<file path="src/rtl/scan_pkg.sv">
// Shared types and constants for the decoder scan sequencer.
package scan_pkg;

    typedef enum logic [1:0] {
        IDLE   = 2'd0,
        ACTIVE = 2'd1,
        BLANK  = 2'd2
    } state_t;

    localparam int ADDR_W = 4;
    localparam logic [ADDR_W-1:0] MAX_IDX = 4'd15;

endpackage

</file>
<file path="src/rtl/dwell_timer.sv">
// Loadable down-counter that parks at zero; expired is high whenever the count is zero.
module dwell_timer #(
    parameter int W = 8
) (
    input  logic         clk,
    input  logic         rst,
    input  logic         load,
    input  logic [W-1:0] load_val,
    input  logic         cnt_en,
    output logic         expired
);

    logic [W-1:0] count;

    always_ff @(posedge clk or posedge rst) begin
        if (rst) begin
            count <= '0;
        end else if (load) begin
            count <= load_val;
        end else if (cnt_en && (count != '0)) begin
            count <= count - W'(1);
        end
    end

    assign expired = (count == '0);

endmodule

</file>
<file path="src/rtl/scan_sequencer.sv">
// Steps a 4-to-16 decoder select through 0..last_idx with a programmable dwell
// per index and an optional blanking gap, in single-pass or continuous mode.
module scan_sequencer
    import scan_pkg::*;
#(
    parameter int DWELL_W      = 8,
    parameter int BLANK_CYCLES = 1
) (
    input  logic               clk,
    input  logic               rst,
    input  logic               start,
    input  logic               stop,
    input  logic               continuous,
    input  logic [DWELL_W-1:0] dwell,
    input  logic [ADDR_W-1:0]  last_idx,
    output logic [ADDR_W-1:0]  addr,
    output logic               en,
    output logic               busy,
    output logic               step,
    output logic               done,
    output state_t             state
);

    localparam int BLANK_W = (BLANK_CYCLES > 0) ? $clog2(BLANK_CYCLES + 1) : 1;
    localparam logic [BLANK_W-1:0] BLANK_LOAD =
        (BLANK_CYCLES > 0) ? BLANK_W'(BLANK_CYCLES - 1) : '0;

    // Timers count down to zero, so a dwell of N is loaded as N-1 (0 behaves as 1).
    function automatic logic [DWELL_W-1:0] dwell_reload(input logic [DWELL_W-1:0] d);
        return (d == '0) ? '0 : d - DWELL_W'(1);
    endfunction

    state_t              state_d;
    logic                cont_q;
    logic [DWELL_W-1:0]  dwell_q;
    logic [ADDR_W-1:0]   last_q;

    logic                start_ok, abort, go_blank, do_adv, adv_done, at_last;
    logic                dwell_load, dwell_cnt, dwell_exp;
    logic                blank_cnt, blank_exp;
    logic [DWELL_W-1:0]  dwell_load_val;

    logic [ADDR_W-1:0]   addr_d;
    logic                en_d, busy_d, step_d, done_d;

    dwell_timer #(.W(DWELL_W)) u_dwell (
        .clk      (clk),
        .rst      (rst),
        .load     (dwell_load),
        .load_val (dwell_load_val),
        .cnt_en   (dwell_cnt),
        .expired  (dwell_exp)
    );

    dwell_timer #(.W(BLANK_W)) u_blank (
        .clk      (clk),
        .rst      (rst),
        .load     (go_blank),
        .load_val (BLANK_LOAD),
        .cnt_en   (blank_cnt),
        .expired  (blank_exp)
    );

    always_ff @(posedge clk or posedge rst) begin
        if (rst) begin
            state <= IDLE;
        end else begin
            state <= state_d;
        end
    end

    always_comb begin
        state_d   = state;
        start_ok  = 1'b0;
        abort     = 1'b0;
        go_blank  = 1'b0;
        do_adv    = 1'b0;
        dwell_cnt = 1'b0;
        blank_cnt = 1'b0;
        case (state)
            IDLE: begin
                if (start && !stop) begin
                    start_ok = 1'b1;
                    state_d  = ACTIVE;
                end
            end
            ACTIVE: begin
                if (stop) begin
                    abort = 1'b1;
                end else if (dwell_exp) begin
                    if (BLANK_CYCLES > 0) go_blank = 1'b1;
                    else                  do_adv   = 1'b1;
                end else begin
                    dwell_cnt = 1'b1;
                end
            end
            BLANK: begin
                if (stop)           abort     = 1'b1;
                else if (blank_exp) do_adv    = 1'b1;
                else                blank_cnt = 1'b1;
            end
            default: state_d = IDLE;
        endcase

        at_last  = (addr == last_q);
        adv_done = do_adv && at_last && !cont_q;

        if (abort || adv_done) state_d = IDLE;
        else if (go_blank)     state_d = BLANK;
        else if (do_adv)       state_d = ACTIVE;

        dwell_load     = start_ok || (do_adv && !adv_done);
        dwell_load_val = start_ok ? dwell_reload(dwell) : dwell_reload(dwell_q);
    end

    always_comb begin
        addr_d = addr;
        en_d   = en;
        busy_d = busy;
        step_d = 1'b0;
        done_d = 1'b0;
        if (start_ok) begin
            addr_d = '0;
            en_d   = 1'b1;
            busy_d = 1'b1;
        end else if (abort) begin
            en_d   = 1'b0;
            busy_d = 1'b0;
        end else if (go_blank) begin
            en_d   = 1'b0;
        end else if (adv_done) begin
            en_d   = 1'b0;
            busy_d = 1'b0;
            done_d = 1'b1;
        end else if (do_adv) begin
            addr_d = at_last ? '0 : addr + ADDR_W'(1);
            en_d   = 1'b1;
            step_d = 1'b1;
        end
    end

    always_ff @(posedge clk or posedge rst) begin
        if (rst) begin
            addr    <= '0;
            en      <= 1'b0;
            busy    <= 1'b0;
            step    <= 1'b0;
            done    <= 1'b0;
            cont_q  <= 1'b0;
            dwell_q <= '0;
            last_q  <= '0;
        end else begin
            addr <= addr_d;
            en   <= en_d;
            busy <= busy_d;
            step <= step_d;
            done <= done_d;
            if (start_ok) begin
                cont_q  <= continuous;
                dwell_q <= dwell;
                last_q  <= last_idx;
            end
        end
    end

endmodule

</file>
<file path="config.mk">
export PLATFORM = sky130hd
export DESIGN_NAME = scan_sequencer
export DESIGN_NICKNAME = d
export VERILOG_FILES = /design/src/rtl/scan_pkg.sv /design/src/rtl/dwell_timer.sv /design/src/rtl/scan_sequencer.sv
export SDC_FILE = /design/constraint.sdc
export NUM_CORES = 1
export LEC_CHECK = 0
export ABC_AREA = 0
export CAP_MARGIN = 20
export CELL_PAD_IN_SITES_DETAIL_PLACEMENT = 1
export CELL_PAD_IN_SITES_GLOBAL_PLACEMENT = 1
export CORE_MARGIN = 4
export CORE_UTILIZATION = 46
export DETAILED_ROUTE_END_ITERATION = 7
export HOLD_SLACK_MARGIN = 0.15
export PLACE_DENSITY_LB_ADDON = 0.1
export SYNTH_ARGS = -nofsm -noshare
export SYNTH_HDL_FRONTEND = slang
export SYNTH_SLANG_ARGS = --single-unit
</file>
<file path="constraint.sdc">
create_clock -name clk -period 5.7 [get_ports clk]
set_clock_uncertainty 0.15 [all_clocks]
set_input_delay 1.14 -clock clk [delete_from_list [all_inputs] [get_ports clk]]
set_output_delay 1.14 -clock clk [all_outputs]
set_load 0.05 [all_outputs]
</file>
==> results list <==
* Outcome: complete, no violations
- CTS hold repair buffers: 0
- The longest clock path from root to sink contains 2 buffers.
- Post-synth EDFFs: 0
- The H-tree was split into 2 levels.
- Max stage delay on crit path: 0.73 ns
* Slew Limit Fails: 0
* Core utilization of the finished layout: 56.9%
- At the pin with the least slew margin, the transition time is between 0.8 and 0.9 ns.
- Top cells by instance count after synthesis: 41 x nand2_1, 32 x dfrtp_1, 15 x inv_1, 15 x nor2_1
- Routability congestion estimate from global placement: 0.944
- Fraction of post-synthesis cell area in the top cell type by area: 38.6%
- Root buffer selected by CTS: clkbuf_8
- The first global-routing pass estimated ~9000 um of wire.
* Setup ws final: 2.51 ns
- Static timing analysis puts the maximum clock frequency at 0.314 GHz.
- Area inside the core boundary: roughly 4400 um^2
* Via count of the first global-routing pass: approximately 1900
- The number of hold violations in the final report came to 0.
- Number of synthesis warnings: 0
* Buffers inserted by post-CTS timing repair: 0
* Cells traversed along the worst timing path: clkdlybuf4s50_1, or2_0, a41o_1, o22ai_1, mux2_4
* Distinct cell type count after synthesis: 47
- Worst Hold Class: reg2reg
- The worst path in the final design needs a cycle of about 3.2 ns, including I/O delays and setup.
- The clock net in this run drives a total of 32 sinks.
- The die is 75.2 um tall.
- Once detail routing completed, the nets flagged for antenna violations numbered 0.
- Detailed-placement wirelength estimate: 4070 um
- In this run, the number of DRC markers left after iteration 0 of detailed routing was 72.
- Overall fraction of global-route tracks in use: 22.0%
* Critical Path End Type: flop
* Register area share after synthesis: 38.6%
* Final total negative setup slack: 0 ns
- The die covers 5650 um^2.
- Largest fanout on the critical path: 15
- A synthesized cell averages 9.61 um^2.
* Via total after detailed routing: between 1500 and 2000
- Relative to the synthesized area, the layout overhead comes to 19.3%.
- Buffers inserted during clock tree synthesis total 5.
- Insertion delay of the later-clocked pin in the worst-skew pair: around 0.29 ns
- Of the cells placed in the final design, the portion with a size suffix greater than 1 is between 10% and 20%.
* Fill cell instance count of the final layout: 501
* RSZ-0062 raised after global routing: false
- Gates resized during post-CTS repair numbered 0.
- After synthesis the netlist holds a flip-flop and latch count of 32.
- Measured against its own limit, the worst slew margin works out to 41.2%.
- Global route total overflow: 0
- Placement-stage worst setup slack: 2.22 ns
* Cell types with the largest area share after synthesis: dfrtp_1 39%, nand2_1 7.4%, ha_1 6.0%
* Most used DFF post-synth: dfrtp_1
* Count of buffers from port buffering: 26
- Final setup viols: 0
- The synthesized netlist occupies a cell area of 2080 um^2.
- Die width: 75.2 um
- Category of the critical setup timing path: in2reg
- CP required: 5.73 ns
* TritonCTS clock tree: yes
- Max VDD drop: 0.000283 V
- Of the available clock period, the critical path in the final layout requires 55.9%.
- Pwr per Cell Area: 454 nW/um^2
* Ys async rst share: 100%
- Vias per Instance: between 5 and 6
- On the critical path, the stage with the largest delay is an instance of or2_0.
* Aggregate routed wire length: 5320 um
- Initial Utilization: 47.7%
- Row cnt: 24
- Leakage power of the design: 1.12 nW
* Post-route DRC violation count: 0
- When the netlist entered floorplanning its net count stood at 243.
* Number of nets at the end of the flow: 274
- In this run the count of I/O pins placed on the die edge is 27.
- Entering global routing, the biggest net connects 33 pins.
* Launching element type of the critical path: input port
- Hold is met by 0.366 ns.
- The initial antenna violation count is 0.
- Clock slew at reported path FFs: ~0.07 ns
- The first detailed-routing pass took 4 iterations.
- After technology mapping, the gate count stands at 216.
* Number of max-cap violations: 0
- Library cell with the largest summed area after synthesis: dfrtp_1
* Routed wire length per instance: 17.8 um
- By instance count, the leading cell after synthesis is nand2_1.
- Diode insertion count for antenna repair: 0
- Overall Power: approximately 1.1 mW
- At the worst endpoint, the arrival time is between 3 and 4 ns.
==> per-layer routing <==
layer  routed length [um]  global-route usage [%]  up-vias
met5                    0                       0        -
met1                 2240                    25.4      830
met3                  153                    4.54       14
met4                  159                    10.9        0
li1                     -                       -      799
met2                 2770                    38.6       30
==> metrics by stage <==
step | cells | instance area (um^2)
2_1_floorplan | 216 | 2080
3_3_place_gp | 292 | 2400
6_report | 299 | 2480
3_5_place_dp | 292 | 2400
4_1_cts | 299 | 2480
5_1_grt | 299 | 2480
==> worst paths after layout <==
path	slack (ns)	startpoint	depth (start not counted)	to
max reg2reg	3.24	state[0]$_DFFE_PP0P_	7	u_dwell.count[3]$_DFFE_PP0P_
max	2.51	stop	5	u_dwell.count[3]$_DFFE_PP0P_
min	0.37	last_q[3]$_DFFE_PP0P_	2	last_q[3]$_DFFE_PP0P_
min in group asynchronous	1.09	rst	3	u_dwell.count[7]$_DFFE_PP0P_
min reg2reg	0.37	last_q[3]$_DFFE_PP0P_	2	last_q[3]$_DFFE_PP0P_
max in group asynchronous	4.01	rst	3	dwell_q[0]$_DFFE_PP0P_
==> final cells by class <==
class	instances	area (um^2)	area share [%]
multi-input cells	165	1200	48.5
flip-flops and latches	32	801	32.3
repair buffers	28	275	11.1
clock buffers	6	72.6	2.93
well taps	52	65.1	2.63
inverters	15	56.3	2.27
clock inverters	1	5.00	0.202
==> state kept, by name, summed over array words and instances, names as in the netlist <==
register	count
state	2
en	1
cont_q	1
busy	1
last_q	4
dwell_q	8
step	1
u_dwell.count	8
u_blank.count	1
addr	4
done	1
==> where the power goes <==
| group | internal (mW) | leakage, nW | switching [mW] | total (mW) |
|---|---|---|---|---|
| Clock | 0.0829 | 0.0410 | 0.0862 | 0.169 |
| Sequential | 0.315 | 0.405 | 0.0915 | 0.406 |
| Combinational | 0.250 | 0.672 | 0.299 | 0.550 |
| Total | 0.648 | 1.12 | 0.477 | 1.13 |
==> layout by cell type (no fill, tap or decap), types with 2 or more instances in the layout <==
master and instances:
a211o_1 2, a21boi_0 2, a21oi_1 6, a31oi_1 2
a41o_1 2, buf_4 2, clkbuf_8 5, clkdlybuf4s50_1 26
dfrtp_1 32, ha_1 10, inv_1 15, mux2_2 3
mux2_4 5, mux2i_1 6, nand2_1 41, nand3_1 5
nand4b_1 2, nor2_1 15, nor3_1 5, nor3b_1 3
nor4_1 2, nor4_4 2, o211ai_1 2, o21ai_0 6
o22ai_1 5, xnor2_1 10, xor2_1 9
==> kinds of logic after synthesis <==
kind of cell / count (synthesis) / share of synthesized area (%)
buffers and inverters: 19 / 3.50
xor gates and xnor gates: 19 / 8.02
muxes: 14 / 8.14
adders and majority gates: 10 / 6.03
AOI/OAI and AO/OA: 34 / 12.4
DFF: 32 / 38.6
and+or+nand+nor: 88 / 23.4
==> worst max-delay path: cells and delay by family <==
| kind | cells | cell delay, ns |
|---|---|---|
| buffers and inverters | 1 | 0.64 |
| AND/OR/NAND/NOR | 1 | 0.73 |
| multiplexers | 1 | 0.27 |
| AO/OA/AOI/OAI | 2 | 0.44 |
Power figures use the tool's default switching activity.
